<file path="src/rtl/mem_wb_stage.sv">
// MEM/WB pipeline register and write-back formatter.
// Holds the memory-stage result for one cycle, aligns and extends load data,
// and drives the register-file write port plus the WB forwarding path.
// Also keeps a retired-instruction counter and a sticky misaligned-load flag.
module mem_wb_stage #(
    parameter int CNT_W = 32
) (
    input  logic             clk_i,
    input  logic             rst_i,
    input  logic             stall_i,
    input  logic             flush_i,
    input  logic             valid_i,
    input  logic             RegWrite_i,
    input  logic             MemtoReg_i,
    input  logic [4:0]       rd_i,
    input  logic [31:0]      alu_result_i,
    input  logic [31:0]      mem_rdata_i,
    input  logic [2:0]       ld_type_i,
    output logic             RegWrite_o,
    output logic [4:0]       WriteRegister_o,
    output logic [31:0]      WriteData_o,
    output logic             misalign_o,
    output logic [CNT_W-1:0] retired_o
);

    localparam logic [2:0] LD_LB  = 3'b000;
    localparam logic [2:0] LD_LH  = 3'b001;
    localparam logic [2:0] LD_LW  = 3'b010;
    localparam logic [2:0] LD_LBU = 3'b100;
    localparam logic [2:0] LD_LHU = 3'b101;

    // Misaligned access or unrecognised load type for the given byte offset.
    function automatic logic load_bad(input logic [1:0] off, input logic [2:0] lt);
        logic bad;
        bad = 1'b1;
        case (lt)
            LD_LB, LD_LBU: bad = 1'b0;
            LD_LH, LD_LHU: bad = off[0];
            LD_LW:         bad = (off != 2'b00);
            default:       bad = 1'b1;
        endcase
        return bad;
    endfunction

    // Little-endian lane select followed by sign or zero extension.
    function automatic logic [31:0] fmt_load(input logic [31:0] word,
                                             input logic [1:0]  off,
                                             input logic [2:0]  lt);
        logic signed [7:0]  byte_s;
        logic signed [15:0] half_s;
        logic signed [31:0] byte_x;
        logic signed [31:0] half_x;
        logic        [31:0] res;
        byte_s = signed'(word[{off, 3'b000} +: 8]);
        half_s = signed'(word[{off[1], 4'b0000} +: 16]);
        byte_x = byte_s;
        half_x = half_s;
        res    = '0;
        case (lt)
            LD_LB:   res = byte_x;
            LD_LBU:  res = {24'b0, byte_s};
            LD_LH:   res = half_x;
            LD_LHU:  res = {16'b0, half_s};
            LD_LW:   res = word;
            default: res = '0;
        endcase
        return res;
    endfunction

    logic             vld_p1;
    logic             regwrite_p1;
    logic             memtoreg_p1;
    logic [4:0]       rd_p1;
    logic [31:0]      alu_p1;
    logic [31:0]      rdata_p1;
    logic [2:0]       ldtype_p1;
    logic             misalign_r;
    logic [CNT_W-1:0] retired_r;

    logic capture;
    logic bad_in;
    logic bad_p1;

    assign capture = !flush_i && !stall_i;
    assign bad_in  = MemtoReg_i && load_bad(alu_result_i[1:0], ld_type_i);
    assign bad_p1  = memtoreg_p1 && load_bad(alu_p1[1:0], ldtype_p1);

    // MEM -> WB pipeline register: flush beats stall, stall holds everything.
    always_ff @(posedge clk_i or negedge rst_i) begin
        if (!rst_i) begin
            vld_p1      <= 1'b0;
            regwrite_p1 <= 1'b0;
            memtoreg_p1 <= 1'b0;
            rd_p1       <= '0;
            alu_p1      <= '0;
            rdata_p1    <= '0;
            ldtype_p1   <= '0;
        end else if (flush_i) begin
            vld_p1      <= 1'b0;
        end else if (!stall_i) begin
            vld_p1      <= valid_i;
            regwrite_p1 <= RegWrite_i;
            memtoreg_p1 <= MemtoReg_i;
            rd_p1       <= rd_i;
            alu_p1      <= alu_result_i;
            rdata_p1    <= mem_rdata_i;
            ldtype_p1   <= ld_type_i;
        end
    end

    // Retired-instruction counter: one per valid capture, wraps naturally.
    always_ff @(posedge clk_i or negedge rst_i) begin
        if (!rst_i) begin
            retired_r <= '0;
        end else if (capture && valid_i) begin
            retired_r <= retired_r + CNT_W'(1);
        end
    end

    // Sticky flag for a captured register-writing load that cannot complete.
    always_ff @(posedge clk_i or negedge rst_i) begin
        if (!rst_i) begin
            misalign_r <= 1'b0;
        end else if (capture && valid_i && RegWrite_i && bad_in) begin
            misalign_r <= 1'b1;
        end
    end

    // Write-back port driven purely from registered state.
    always_comb begin
        RegWrite_o      = 1'b0;
        WriteRegister_o = '0;
        WriteData_o     = '0;
        if (vld_p1) begin
            RegWrite_o      = regwrite_p1 && (rd_p1 != 5'd0) && !bad_p1;
            WriteRegister_o = rd_p1;
            WriteData_o     = memtoreg_p1 ? fmt_load(rdata_p1, alu_p1[1:0], ldtype_p1)
                                          : alu_p1;
        end
    end

    assign misalign_o = misalign_r;
    assign retired_o  = retired_r;

endmodule

</file>
<file path="config.mk">
export PLATFORM = sky130hd
export DESIGN_NAME = mem_wb_stage
export DESIGN_NICKNAME = d
export VERILOG_FILES = /design/src/rtl/mem_wb_stage.sv
export SDC_FILE = /design/constraint.sdc
export NUM_CORES = 1
export LEC_CHECK = 0
export CAP_MARGIN = 20
export CORE_MARGIN = 2
export CORE_UTILIZATION = 48
export DETAILED_ROUTE_END_ITERATION = 8
export HOLD_SLACK_MARGIN = 0.06
export PLACE_DENSITY = 0.91
export SYNTH_ARGS = -nofsm -noshare
export SYNTH_HDL_FRONTEND = slang
export SYNTH_SLANG_ARGS = --single-unit
export TNS_END_PERCENT = 5
</file>
<file path="constraint.sdc">
create_clock -name clk_i -period 2.6 [get_ports clk_i]
set_clock_uncertainty 0.1 [all_clocks]
set_input_delay 0.52 -clock clk_i [delete_from_list [all_inputs] [get_ports clk_i]]
set_output_delay 0.52 -clock clk_i [all_outputs]
set_load 0.02 [all_outputs]
</file>
; Word-level counts from Yosys, hierarchy flattened
; Index checks and enable logic that the tools add are counted.
[totals]
reg_bits = 108
in_bits = 79
out_inout_bits = 71
word_cells = 53
[op_classes]
n_addsub = 1
eq_ne = 9
shifts = 2
n_mux = 9
bitwise = 2
reduce_logical = 21
[op_table]
columns = cell, n
row1 = 32-bit one-hot mux with 5 select lines, 1
row2 = 32-bit two-way mux, 2
row3 = 32-bit by 1-bit adder with 32-bit output (second input constant), 1
row4 = 32-bit by 6-bit variable part select with 16-bit output, 1
row5 = 32-bit by 6-bit variable part select with 8-bit output, 1
row6 = 3-bit == test (second input constant), 4
row7 = 1-bit logical AND, 8
row8 = 2-bit OR reduction, 4
row9 = 3-bit by 1-bit == test with 1-bit output (second input constant), 2
row10 = 3-bit by 2-bit == test with 1-bit output (second input constant), 2
row11 = 3-bit logical NOT, 2
row12 = 1-bit one-hot mux with 3 select lines, 2
row13 = 5-bit two-way mux, 1
row14 = 5-bit nonzero test, 1
row15 = 2-bit nonzero test, 2
row16 = 1-bit logical NOT, 3
row17 = 1-bit two-way mux, 3
row18 = 2-bit by 1-bit inequality test with 1-bit output (second input constant), 1
row19 = 1-bit NOT, 2
row20 = 2-bit AND reduction, 1

; Longest topological paths before layout
; Gate-level depths: netlist of run 1.
[depth]
ltp_word = 7
ltp_mapped = 7

; Worst setup path after synthesis of run 1
; OpenSTA, ideal clock, no wires.
[synth_path]
kind = register to output
startpoint = reg ldtype_p1[0]
endpoint = out WriteData_o[10]
arrival_ps = 1866
required_ps = 1980
path_slack_ps = 114
stages_incl_launch_ff = 7
path_buffers = 1
cell_sequence = dfrtp_1 > buf_2 > or3_1 > a2bb2oi_1 > nor2_2 > a221oi_1 > o21ai_0
[synth_via]
elab_chain_len = 4
[synth_lines]
columns = item, line_no
row1 = from (decl), 76  ; logic [2:0] ldtype_p1;
row2 = from (signal assigned), 107  ; ldtype_p1 <= ld_type_i;
row3 = 3-bit by 2-bit == test with 1-bit output (tied with other cells), 59  ; case (lt)
row4 = 32-bit one-hot mux with 5 select lines *, 59
row5 = 32-bit two-way mux *, 137  ; WriteData_o = memtoreg_p1 ? fmt_load(rdata_p1, alu_p1[1:0], ldtype_p1)
row6 = 32-bit two-way mux *, 134  ; if (vld_p1) begin
row7 = to (decl), 21  ; output logic [31:0] WriteData_o,
; Mark *: on every way between the ends. The rest lies on a longest branch, timed or not.

; Worst setup path after layout of run 1
[layout_path]
startpoint = reg alu_p1[1]
endpoint = out WriteData_o[15]
[layout_via]
elab_chain_len = 4
[layout_lines]
columns = item, line_no
row1 = from (decl), 74  ; logic [31:0] alu_p1;
row2 = from (signal assigned), 105  ; alu_p1 <= alu_result_i;
row3 = 32-bit by 6-bit variable part select with 16-bit output / 32-bit by 6-bit variable part select with 8-bit output (equally long branches), "55, 54"
row4 = 32-bit one-hot mux with 5 select lines *, 59
row5 = 32-bit two-way mux *, 137
row6 = 32-bit two-way mux *, 134
; Marks and branches as above.

==> results of run 1 <==
## registers in the layout, indices dropped and copies added, names as in the netlist
register and cells:
alu_p1 32, misalign_o 1, rd_p1 5, rdata_p1 32, memtoreg_p1 1, vld_p1 1, retired_o 32, regwrite_p1 1
ldtype_p1 3
## synthesized netlist by cell type, types with 2 or more instances
| library cell | instances | share of area, % |
|---|---|---|
| and2_1 | 21 | 2.5 |
| a221oi_1 | 9 | 1.5 |
| nor3_2 | 3 | 0.57 |
| and3_1 | 5 | 0.59 |
| xnor2_1 | 18 | 3.0 |
| a21oi_1 | 17 | 1.6 |
| inv_1 | 17 | 1.2 |
| nand2b_1 | 3 | 0.36 |
| nor2b_1 | 7 | 0.83 |
| xor2_1 | 13 | 2.2 |
| a222oi_1 | 6 | 1.1 |
| nand2_1 | 54 | 3.8 |
| mux2_2 | 67 | 14 |
| mux2i_1 | 2 | 0.38 |
| o21a_1 | 2 | 0.28 |
| nor2_1 | 16 | 1.1 |
| o21ai_0 | 33 | 3.1 |
| nand4_1 | 6 | 0.71 |
| nand3_1 | 10 | 0.95 |
| clkbuf_1 | 21 | 1.5 |
| dfrtp_1 | 108 | 51 |
| o22ai_1 | 14 | 1.7 |
| or4_1 | 2 | 0.28 |
| buf_2 | 2 | 0.19 |
## worst register-to-register path: stages, from the launching register on
cell,delay [ps]
dfrtp_1,470
nand4_1,220
nor4_1,410
nand3_1,280
nor2_1,220
xor2_1,160
## final cells by class
| cell class | instances | area (µm²) |
|---|---|---|
| Timing Repair Buffer | 194 | 1760 |
| Sequential cell | 108 | 2700 |
| Inverter | 18 | 67.6 |
| Multi-Input combinational cell | 332 | 2610 |
| Clock buffer | 11 | 141 |
| Clock inverter | 3 | 15.0 |
| Fill cell | 756 | 3320 |
| Tap cell | 140 | 175 |
## path summary, 6_finish.rpt
check | startpoint | endpoint | slack (ps) | depth (start not counted)
setup reg to reg | retired_o[12] | retired_o[31] | 660 | 5
hold / removal | misalign_o | misalign_o | 380 | 1
hold reg to reg | misalign_o | misalign_o | 380 | 1
max in group asynchronous | rst_i | alu_p1[1] | 1250 | 3
setup / recovery | alu_p1[1] | WriteData_o[15] | -250 | 6
min in group asynchronous | rst_i | alu_p1[10] | 520 | 2
## power by group through the flow
stage / clock, mW / sequential (mW) / combinational [mW]
global route: 0.994 / 2.11 / 1.43
global placement: 0 / 2.08 / 1.14
CTS: 0.915 / 2.07 / 1.23
floorplan: 0 / 2.08 / 0.583
finish: 0.914 / 2.09 / 1.35
detailed placement: 0 / 2.09 / 1.18
## routing by layer
layer  track usage [%]  vias to the layer above  part of all wire (%)
met1              31.2                     2337                    37
met3              8.13                       72                   8.7
met2              45.3                      272                    49
met4              15.1                        0                   5.4
met5                 0                        -                     0
li1                  -                     2061                     -
## cell families after synthesis
logic type | Yosys count | share of synthesized area (%)
AOI/OAI and AO/OA | 91 | 11.2
xor gates and xnor gates | 31 | 5.15
adders and majority gates | 1 | 0.237
buffers and inverters | 43 | 3.32
DFF | 108 | 51.3
muxes | 69 | 14.7
and+or+nand+nor | 140 | 14.2
## through the flow
| step | setup TNS, ps | worst slack [ps] | hold WS, ps | instances |
|---|---|---|---|---|
| after floorplan | 0 | 114 | 124 | 483 |
| after global placement | -2470 | -150 | 353 | 785 |
| after detailed placement | -4770 | -250 | 360 | 785 |
| after CTS | -3230 | -156 | 382 | 802 |
| after global routing | -6470 | -312 | 396 | 806 |
| final | -4330 | -247 | 379 | 806 |
## repair_timing
| action | in CTS | in global routing |
|---|---|---|
| setup buffers | 3 | 4 |
| resized for setup | 179 | 38 |
| hold endpoints to repair | 29 | 0 |
| endpoints found under the setup margin | 33 | 33 |
| pin swaps | 11 | 8 |
| hold buffers | 1 | 0 |
| gates cloned | 0 | 0 |
==> flow_results.org, run 1 <==
** Logic synthesis
- Post-synthesis net count :: between 500 and 600
- Synthesis inferred about 110 register bits.
- Async SR Flop Fraction :: between 90% and 100%
- For this run, the number of Yosys warnings is 0.
- The synthesized design contains 0 enable-type register cells.
- The synthesized netlist contains between 50 and 60 unique library cells.
- Most used flip-flop cell after synthesis :: dfrtp_1
- Gate count after technology mapping :: between 400 and 500
- Average cell area after synthesis :: 10.9 µm²
- Sequential-to-total area share from yosys stat :: between 50% and 60%
- Total standard cell area after synthesis :: between 0.005 and 0.006 mm²

** Die
- The die covers ~0.012 mm².
- The region available for standard cell placement spans 0.0108 mm².
- During I/O placement, the number of pins put on the boundary was 150.
- From left edge to right edge, the die measures 109 µm.
- Overall die height :: around 110 µm
- The initial utilization of the core area, before any placement, comes to between 40% and 50%.
- Placement row count :: 38

** Place
- Routability-driven placement finished with a final weighted congestion of 0.963.
- Count of buffers from port buffering :: ~150
- Instance area after placement :: ~0.0072 mm²
- Detailed placement ended at an HPWL of approximately 11000 µm.

** Global route
- The total overflow left after global routing is 0.
- Global routing used between 20% and 30% of the available tracks across all layers.
- The number of antenna violations at the first check in global routing is 0.
- The number of global-route vias before repair is 4808.
- Wire length of the first global-routing pass :: roughly 24000 µm
- Entering global routing, the biggest net connects 85 pins.

** Timing
- Setup repair after global routing could not meet its margin everywhere.
- Final setup fails :: 33
- Crit share post-route :: 109%
- The routed design could run at a clock period as short as roughly 2800 ps.
- The final max-slew violation count came to 0.
- The final number of hold-violating endpoints came to 0.
- Static timing analysis puts the maximum clock frequency at around 350 MHz.
- Final Worst Setup Slack :: -247 ps
- Transition time at the pin with the least slew margin :: a little under 600 ps
- Slew HR :: around three fifths

** Critical path
- Arr. time, crit path :: ~2200 ps
- Buffers & Inverters on Critical Path :: 1
- Crit Path Max Fanout :: 6
- Sequence of cells on the critical path :: mux2_4 > a2bb2oi_4 > nor2_4 > a221oi_1 > o21ai_1 > clkdlybuf4s15_2
- Worst Path Class, Setup :: reg -> out
- STA puts the critical path data required time at around 2000 ps.
- Critical path endpoint category :: output pin
- Critical path's largest stage delay :: between 400 and 500 ps
- Slowest cell on crit path :: dfrtp_2
- STA classifies the critical path startpoint as a register.
- Broken down by cell family, the worst path's largest delay share belongs to compound AO/OA/AOI/OAI gates.

** Drt
- Via count :: roughly 4700
- Initial DRT Pass Iterations :: 8
- Post-detailed-route DRC marker count :: 0
- In this run the remaining antenna-violating nets after routing total 0.
- Post-DR wirelength/cell :: 20.6 µm
- Drt initial violations :: 355
- Vias per cell :: about 6
- Detailed Route WL :: between 15000 and 20000 µm

** Power
- Registers are responsible for a little under half of the overall power.
- Power spread over the standard cell area amounts to 582 mW/mm².
- Power, Total :: approximately 4.4 mW
- VDD IR max :: ~0.00041 V
- The internal portion of the total power is just under 3 mW.
- Net switching fraction of the power :: between 30% and 40%
- Switching power :: approximately 1.4 mW
- Per report_power, the clock group accounts for between 20% and 30% of the total.
- Logic gate share of total power :: 31.1%
- Summed over all cells, the static leakage comes to around 3.2 nW.

** Job
- Number of max-capacitance violations reported :: 0

** Layout
- Most common library cell in the layout ignoring fill and taps :: clkdlybuf4s50_1
- Relative to the synthesized area, the layout overhead comes to 41.8%.
- # diodes :: 0
- At the end of the flow the core is filled with cells to between 60% and 70%.
- The finished cells cover approximately 0.0075 mm².
- The final layout contains roughly 740 nets.
- Leading cell types in the layout, fill and taps excluded :: 115 x clkdlybuf4s50_1, 107 x dfrtp_1, 65 x mux2_2
- In the final layout, the share of cells above drive strength 1 is a little under a third.

** Clock tree
- Clock root buffer :: clkbuf_8
- Maximum level of the CTS H-tree :: 3
- TritonCTS built the clock tree.
- For the worst-skew pair, the clock arrives at the later sink with an insertion delay of between 300 and 400 ps.
- TritonCTS created 9 clock buffers.
- Clock Pin Slew Worst Setup and Hold Paths :: around 100 ps
- Clock sink count :: 108
- Number of buffers between clock root and the deepest sink :: 2

** Status
- Run status :: complete, but fails checks
- The checks that failed: setup timing.

** Worst hold path
- Path category of the worst min-delay check :: reg -> reg
No activity file was read; power rests on OpenSTA's default activity.
==> inputs of run 2 (changes only) <==
--- a/config.mk
+++ b/config.mk
@@ -9,6 +9,7 @@
 export CORE_MARGIN = 2
 export CORE_UTILIZATION = 48
 export DETAILED_ROUTE_END_ITERATION = 8
+export GPL_TIMING_DRIVEN = 0
 export HOLD_SLACK_MARGIN = 0.06
 export PLACE_DENSITY = 0.91
 export SYNTH_ARGS = -nofsm -noshare
==> flow_results.org, run 2 (synthesis results as in run 1) <==
** Die
- The number of top-level design ports was 150 (unchanged).
- Core Region :: 0.0108 mm² (unchanged)
- The die footprint was 0.0118 mm² (unchanged).
- Die Width :: 109 µm (unchanged)
- The number of cell rows is 38 (unchanged).
- Effective utilization at floorplan :: 48.9% (unchanged)
- The vertical die dimension came to 109 µm (unchanged).

** Place
- Count of buffers from port buffering :: 149 (unchanged)
- The post-detailed-placement half-perimeter wirelength is 11200 µm (was 11000 µm).
- Worst slack, placed :: -575 ps (was -250 ps)
- RePlAce Congestion :: 0.922 (was 0.963)

** Critical path
- The endpoint of the worst register-to-register path was retired_o[18] (was retired_o[31]).
- The slowest cell on the critical path is dfrtp_2 (unchanged).
- The stage delay of the slowest cell on the critical path is 480 ps (was 490 ps).
- The worst endpoint data arrival time is 2290 ps (was 2230 ps).
- The critical path class is reg -> out (unchanged).
- Critical path endpoint category :: output pin (unchanged)
- Slack of the worst reg-to-reg path :: 610 ps (was 660 ps)
- Reg-to-reg startpoint :: retired_o[0] (was retired_o[12])
- CP Data Required Time :: 1980 ps (about the same)
- Sequence of cells on the critical path: buf_6 > mux2_2 > a222oi_1 > o21ai_0 > clkdlybuf4s15_1 (was mux2_4 > a2bb2oi_4 > nor2_4 > a221oi_1 > o21ai_1 > clkdlybuf4s15_2).
- Register-to-Register Path Depth :: 6 (was 5)
- Crit Path Max Fanout :: 10 (was 6)
- Worst setup SP type :: register (unchanged)

** Clock tree
- The buffer cell driving the clock tree root is clkbuf_8 (unchanged).
- The clock buffer count from CTS came to 9 (unchanged).
- The count of H-tree levels built during CTS was 3 (unchanged).
- Clock sink count :: 108 (unchanged)
- The CTS clock-pin slew for the worst setup and hold paths was 110 ps (was 100 ps).
- The hold buffer count at cts is 0 (was 1).
- Number of buffers between clock root and the deepest sink :: 2 (unchanged)
- The TritonCTS clock tree is done (unchanged).
- Clock latency at the later pin of the worst-skew pair :: 380 ps (was 370 ps)

** Timing
- Setup TNS :: -7200 ps (was -4330 ps)
- Final hold violations :: 0 (unchanged)
- The clock period minus final worst setup slack was 2910 ps (was 2850 ps).
- The final number of setup-violating endpoints was 33 (unchanged).
- The final worst-path cycle share was 112% (was 109%).
- The worst-case headroom to the max-slew limit is 52.4% (was 61.2%).
- Final Worst Setup Slack :: -308 ps (was -247 ps)
- The achievable frequency came to 344 MHz (was 351 MHz).
- The pin slew with the least headroom to its limit is 715 ps (was 582 ps).
- Count of final max-slew check failures :: 0 (unchanged)
- Unrepaired setup endpoints after global routing: yes (unchanged).

** Power
- Lkg Pwr :: 3.14 nW (was 3.20 nW)
- The worst vdd rail ir drop is 0.000354 V (was 0.000414 V).
- The power density over the cells was 614 mW/mm² (was 582 mW/mm²).

** Layout
- Fraction of final layout cells with drive strength greater than 1 :: 25.7% (was 30.3%)
- Number of fill cells :: 742 (was 756)
- The most frequent standard cell in the layout excluding fill and tap cells was clkdlybuf4s50_1 (unchanged).
- Nets :: 733 (was 743)
- Signed area change from the synthesized netlist to the final layout :: 41.3% (was 41.8%)
- Sequential cell area in the final layout :: 0.00271 mm² (was 0.00270 mm²)
- Leading cell types in the layout, fill and taps excluded: 114 x clkdlybuf4s50_1, 106 x dfrtp_1, 67 x mux2_2 (was 115 x clkdlybuf4s50_1, 107 x dfrtp_1, 65 x mux2_2).
- Multi-input logic area :: 0.00254 mm² (was 0.00261 mm²)
- # diodes :: 0 (unchanged)

** Global route
- The number of antenna violations at the first check in global routing is 0 (unchanged).
- The aggregate global routing overflow is 0 (unchanged).
- Number of global-route vias before repair :: 5023 (was 4808)
- Wire length of the first global-routing pass :: 25900 µm (was 24400 µm)
- Total GRT Usage :: 28.9% (was 27.1%)
- The largest net degree at the start of global routing was 60 (was 85).

** Drt
- Detailed Route WL :: 16200 µm (was 16600 µm)
- Post-DR wirelength/cell :: 20.3 µm (was 20.6 µm)
- The number of routed nets with antenna violations is 0 (unchanged).
- Post-detailed-route DRC marker count :: 0 (unchanged)
- The via-per-instance ratio was 5.85 (was 5.88).
- Via count :: 4668 (was 4742)
- Drt initial violations :: 265 (was 355)
- The number of search-and-repair iterations in the first detailed-routing pass is 7 (was 8).

** Worst hold path
- The worst min-delay path category was in -> async (was reg -> reg).

** Status
- Run status: complete, but fails checks (unchanged).
- Failing checks :: setup timing (unchanged)

** Job
- Number of max-capacitance violations reported :: 0 (unchanged)
[run 2: cell count changes in the layout (fill, tap and decap cells not counted), sizes merged]
cell	previous run	this run
buf	77	46
clkbuf	11	29
bufinv	0	3
clkdlybuf4s15	1	4
clkdlybuf4s50	115	114
dlygate4sd3	1	0
dlymetal6s2s	0	1
[run 2: worst max-delay path by stage]
stage	from	slack, ps	to
floorplan	ldtype_p1[0]	110	WriteData_o[10]
global placement	rst_i	-3010	retired_o[27]
detailed placement	ldtype_p1[1]	-570	WriteData_o[9]
CTS	ldtype_p1[0]	-220	WriteData_o[22]
global route	ldtype_p1[0]	-380	WriteData_o[23]
finish	alu_p1[1]	-310	WriteData_o[2]
[run 2: critical path: cells and delay by family, from the launching register on]
family | cells | cell delay (ps)
flops | 1 | 480
compound gates | 2 | 580
mux | 1 | 360
buf+inv | 2 | 500
[run 2: per-stage QoR]
step / std cells / hold WS [ps] / power, mW / utilization (%) / instance area [µm²]
CTS: 798 / 89.8 / 4.52 / 68.6 / 7400
finish: 798 / 68.0 / 4.58 / 69.0 / 7450
global route: 798 / 107 / 4.77 / 69.0 / 7450
floorplan: 483 / 124 / 2.66 / - / 5270
global placement: 772 / 351 / 3.12 / 64.3 / 6940
detailed placement: 773 / 360 / 3.18 / 64.5 / 6960
[run 2: cell type report]
class                      instances  share of cell area (%)
buffer                            23                    1.86
multi-input combinational        332                    34.1
sequential                       108                    36.3
tap                              140                    2.35
timing repair buffer             161                    21.2
clock inverter                     6                    1.51
clock buffer                      10                    1.71
inverter                          18                   0.907
[run 2: repair_timing]
action,in CTS,in global routing
buffers inserted,9,0
gates resized for setup,207,27
setup endpoints to repair,37,68
pin swaps,12,5
cloned,2,0
[run 2: layer usage]
layer	vias up	global-route usage (%)	share of wire, %
met5	-	0	0
met4	0	13.6	4.2
met3	57	8.73	9.7
met2	287	47.9	48
met1	2275	34.3	38
li1	2049	-	-
[run 2: power by group]
part	internal (mW)	leakage (nW)	switching (mW)
logic	0.642	1.69	0.609
clock network	0.643	0.120	0.593
registers	1.88	1.34	0.207
==> inputs of run 3 (changes only) <==
--- a/config.mk
+++ b/config.mk
@@ -7,11 +7,11 @@
 export LEC_CHECK = 0
 export CAP_MARGIN = 20
 export CORE_MARGIN = 2
-export CORE_UTILIZATION = 48
+export CORE_UTILIZATION = 40
 export DETAILED_ROUTE_END_ITERATION = 8
 export GPL_TIMING_DRIVEN = 0
 export HOLD_SLACK_MARGIN = 0.06
-export PLACE_DENSITY = 0.91
+export PLACE_DENSITY = 0.8
 export SYNTH_ARGS = -nofsm -noshare
 export SYNTH_HDL_FRONTEND = slang
 export SYNTH_SLANG_ARGS = --single-unit
==> flow_results.org, run 3 (synthesis results as in run 1) <==
** Timing
- The clock period minus final worst setup slack is 2780 ps (was 2910 ps).
- The final worst-path setup slack was -182 ps (was -308 ps).
- The final number of setup-violating endpoints was 30 (was 33).
- Fin Hold WS :: 391 ps (was 68.0 ps)
- The achievable frequency was 359 MHz (was 344 MHz).
- Final hold violations :: 0 (unchanged)
- Slew HR :: 53.8% (was 52.4%)
- Unrepaired setup endpoints after global routing: yes (unchanged).
- Count of final max-slew check failures :: 0 (unchanged)
- The final worst-path cycle share came to 107% (was 112%).
- The pin slew with the least headroom to its limit is 693 ps (was 715 ps).

** Layout
- Number of standard cells in the layout, taps in and fillers out :: 831 (was 798)
- Nets :: 734 (was 733)
- The area growth from synthesis to layout came to 44.3% (was 41.3%).
- # diodes :: 0 (unchanged)
- Leading cell types in the layout, fill and taps excluded: 115 x clkdlybuf4s50_1, 106 x dfrtp_1, 66 x mux2_2 (was 114 x clkdlybuf4s50_1, 106 x dfrtp_1, 67 x mux2_2).
- Fraction of final layout cells with drive strength greater than 1 :: 27.8% (was 25.7%)
- Post-route standard cell area excluding fillers :: 0.00761 mm² (was 0.00745 mm²)
- Most common library cell in the layout ignoring fill and taps :: clkdlybuf4s50_1 (unchanged)

** Job
- The max-cap violation count came to 0 (unchanged).

** Clock tree
- Number of buffers between clock root and the deepest sink :: 2 (unchanged)
- The TritonCTS clock tree is done (unchanged).
- Maximum level of the CTS H-tree :: 3 (unchanged)
- TritonCTS Buffers :: 9 (unchanged)
- Clock sink count :: 108 (unchanged)
- The CTS clock-pin slew for the worst setup and hold paths was 70 ps (was 110 ps).
- The buffer cell driving the clock tree root is clkbuf_16 (was clkbuf_8).
- The clock latency on the worst-skew pair was 350 ps (was 380 ps).

** Die
- The effective utilization at floorplan is 41.4% (was 48.9%).
- Placement row count :: 41 (was 38)
- Die area :: 0.0141 mm² (was 0.0118 mm²)
- The core footprint came to 0.0127 mm² (was 0.0108 mm²).
- The vertical die dimension is 119 µm (was 109 µm).
- The number of top-level design ports is 150 (unchanged).
- Die Width :: 119 µm (was 109 µm)

** Status
- Run status :: complete, but fails checks (unchanged)
- Failing checks: setup timing (unchanged).

** Critical path
- Worst Path Class, Setup :: reg -> out (unchanged)
- The kind of start point of the critical path is a register (unchanged).
- The data required time at the worst endpoint is 1980 ps (about the same).
- The type of element capturing the critical path was an output pin (unchanged).
- The worst endpoint data arrival time was 2160 ps (was 2290 ps).
- The largest driver fanout on the critical path came to 8 (was 10).

** Power
- Pwr Density :: 629 mW/mm² (was 614 mW/mm²)
- Power, Total :: 4.78 mW (was 4.58 mW)
- VDD IR max :: 0.000473 V (was 0.000354 V)
- The cell leakage power came to 3.19 nW (was 3.14 nW).

** Drt
- Initial DRT Pass Iterations :: 8 (was 7)
- The final routed wirelength across all metal layers was 15800 µm (was 16200 µm).
- Vias per cell :: 5.42 (was 5.85)
- The total via count in the routed design is 4507 (was 4668).
- The number of violations reported at the end of detailed-routing iteration 0 was 293 (was 265).
- The final routed wire length divided by cell count was 19.0 µm (was 20.3 µm).
- The number of routed nets with antenna violations came to 0 (unchanged).
- The count of unresolved DRC violations after routing is 0 (unchanged).

** Place
- The final RePlAce weighted congestion was 0.898 (was 0.922).
- Count of buffers from port buffering :: 149 (unchanged)
- Instance area after placement :: 0.00700 mm² (was 0.00696 mm²)
- Placed cell count :: 805 (was 773)
- DP HPWL :: 11200 µm (about the same)

** Global route
- The number of antenna violations at the first check in global routing is 0 (unchanged).
- Wire length of the first global-routing pass :: 25000 µm (was 25900 µm)
- The aggregate global routing overflow is 0 (unchanged).
- The largest net degree at the start of global routing is 75 (was 60).
- Total GRT Usage :: 22.5% (was 28.9%)
- Number of global-route vias before repair :: 4715 (was 5023)

** Worst hold path
- The worst min-delay path category is reg -> reg (was in -> async).
run 3: layer usage:
metal  track usage, %  vias up  part of all wire [%]
met5                0        -                     0
met2             37.6      195                    49
met4             6.25        0                   2.3
met3             8.48       29                   8.0
li1                 -     2053                     -
met1             27.2     2230                    40
run 3: power breakdown:
group | switching [mW] | internal, mW | leakage, nW
Combinational | 0.604 | 0.651 | 1.70
Clock | 0.609 | 0.827 | 0.156
Sequential | 0.208 | 1.88 | 1.34
run 3: stage by stage:
stage	TNS, ps	utilization, %	worst slack (ps)
6_report	-2950	59.8	-182
5_1_grt	-5630	59.8	-240
4_1_cts	-2610	58.8	-129
3_5_place_dp	-32560	55.1	-561
3_3_place_gp	-360600	54.9	-3080
2_1_floorplan	0	-	114
run 3: final cells by class:
type	instances	area (µm²)
flip-flops and latches	108	2710
clock buffers	13	270
clock inverters	3	43.8
plain buffers	23	134
fillers	1050	5110
repair buffers	162	1560
well taps	172	215
inverters	18	67.6
multi-input cells	332	2610
run 3: path summary, 6_finish.rpt:
path | cells after the start | from | slack, ps | endpoint
max | 5 | alu_p1[1] | -180 | WriteData_o[4]
min | 1 | retired_o[31] | 390 | retired_o[31]
max reg2reg | 6 | retired_o[0] | 640 | retired_o[24]
min reg2reg | 1 | retired_o[31] | 390 | retired_o[31]
max in group asynchronous | 3 | rst_i | 1080 | vld_p1
min in group asynchronous | 2 | rst_i | 580 | alu_p1[27]
run 3: repair_timing:
| item | CTS | global route |
|---|---|---|
| setup endpoints to repair | 45 | 49 |
| pin swaps | 13 | 7 |
| endpoints found under the hold margin | 34 | 0 |
| resized for setup | 219 | 39 |
| setup buffers | 10 | 0 |
| gates cloned | 1 | 0 |
| hold buffers | 1 | 0 |
run 3: critical path: stages, from the launching register on:
cell and delay (ps):
dfrtp_2 460, buf_8 160, mux2_2 350, a222oi_1 550, o21ai_1 110, buf_2 180
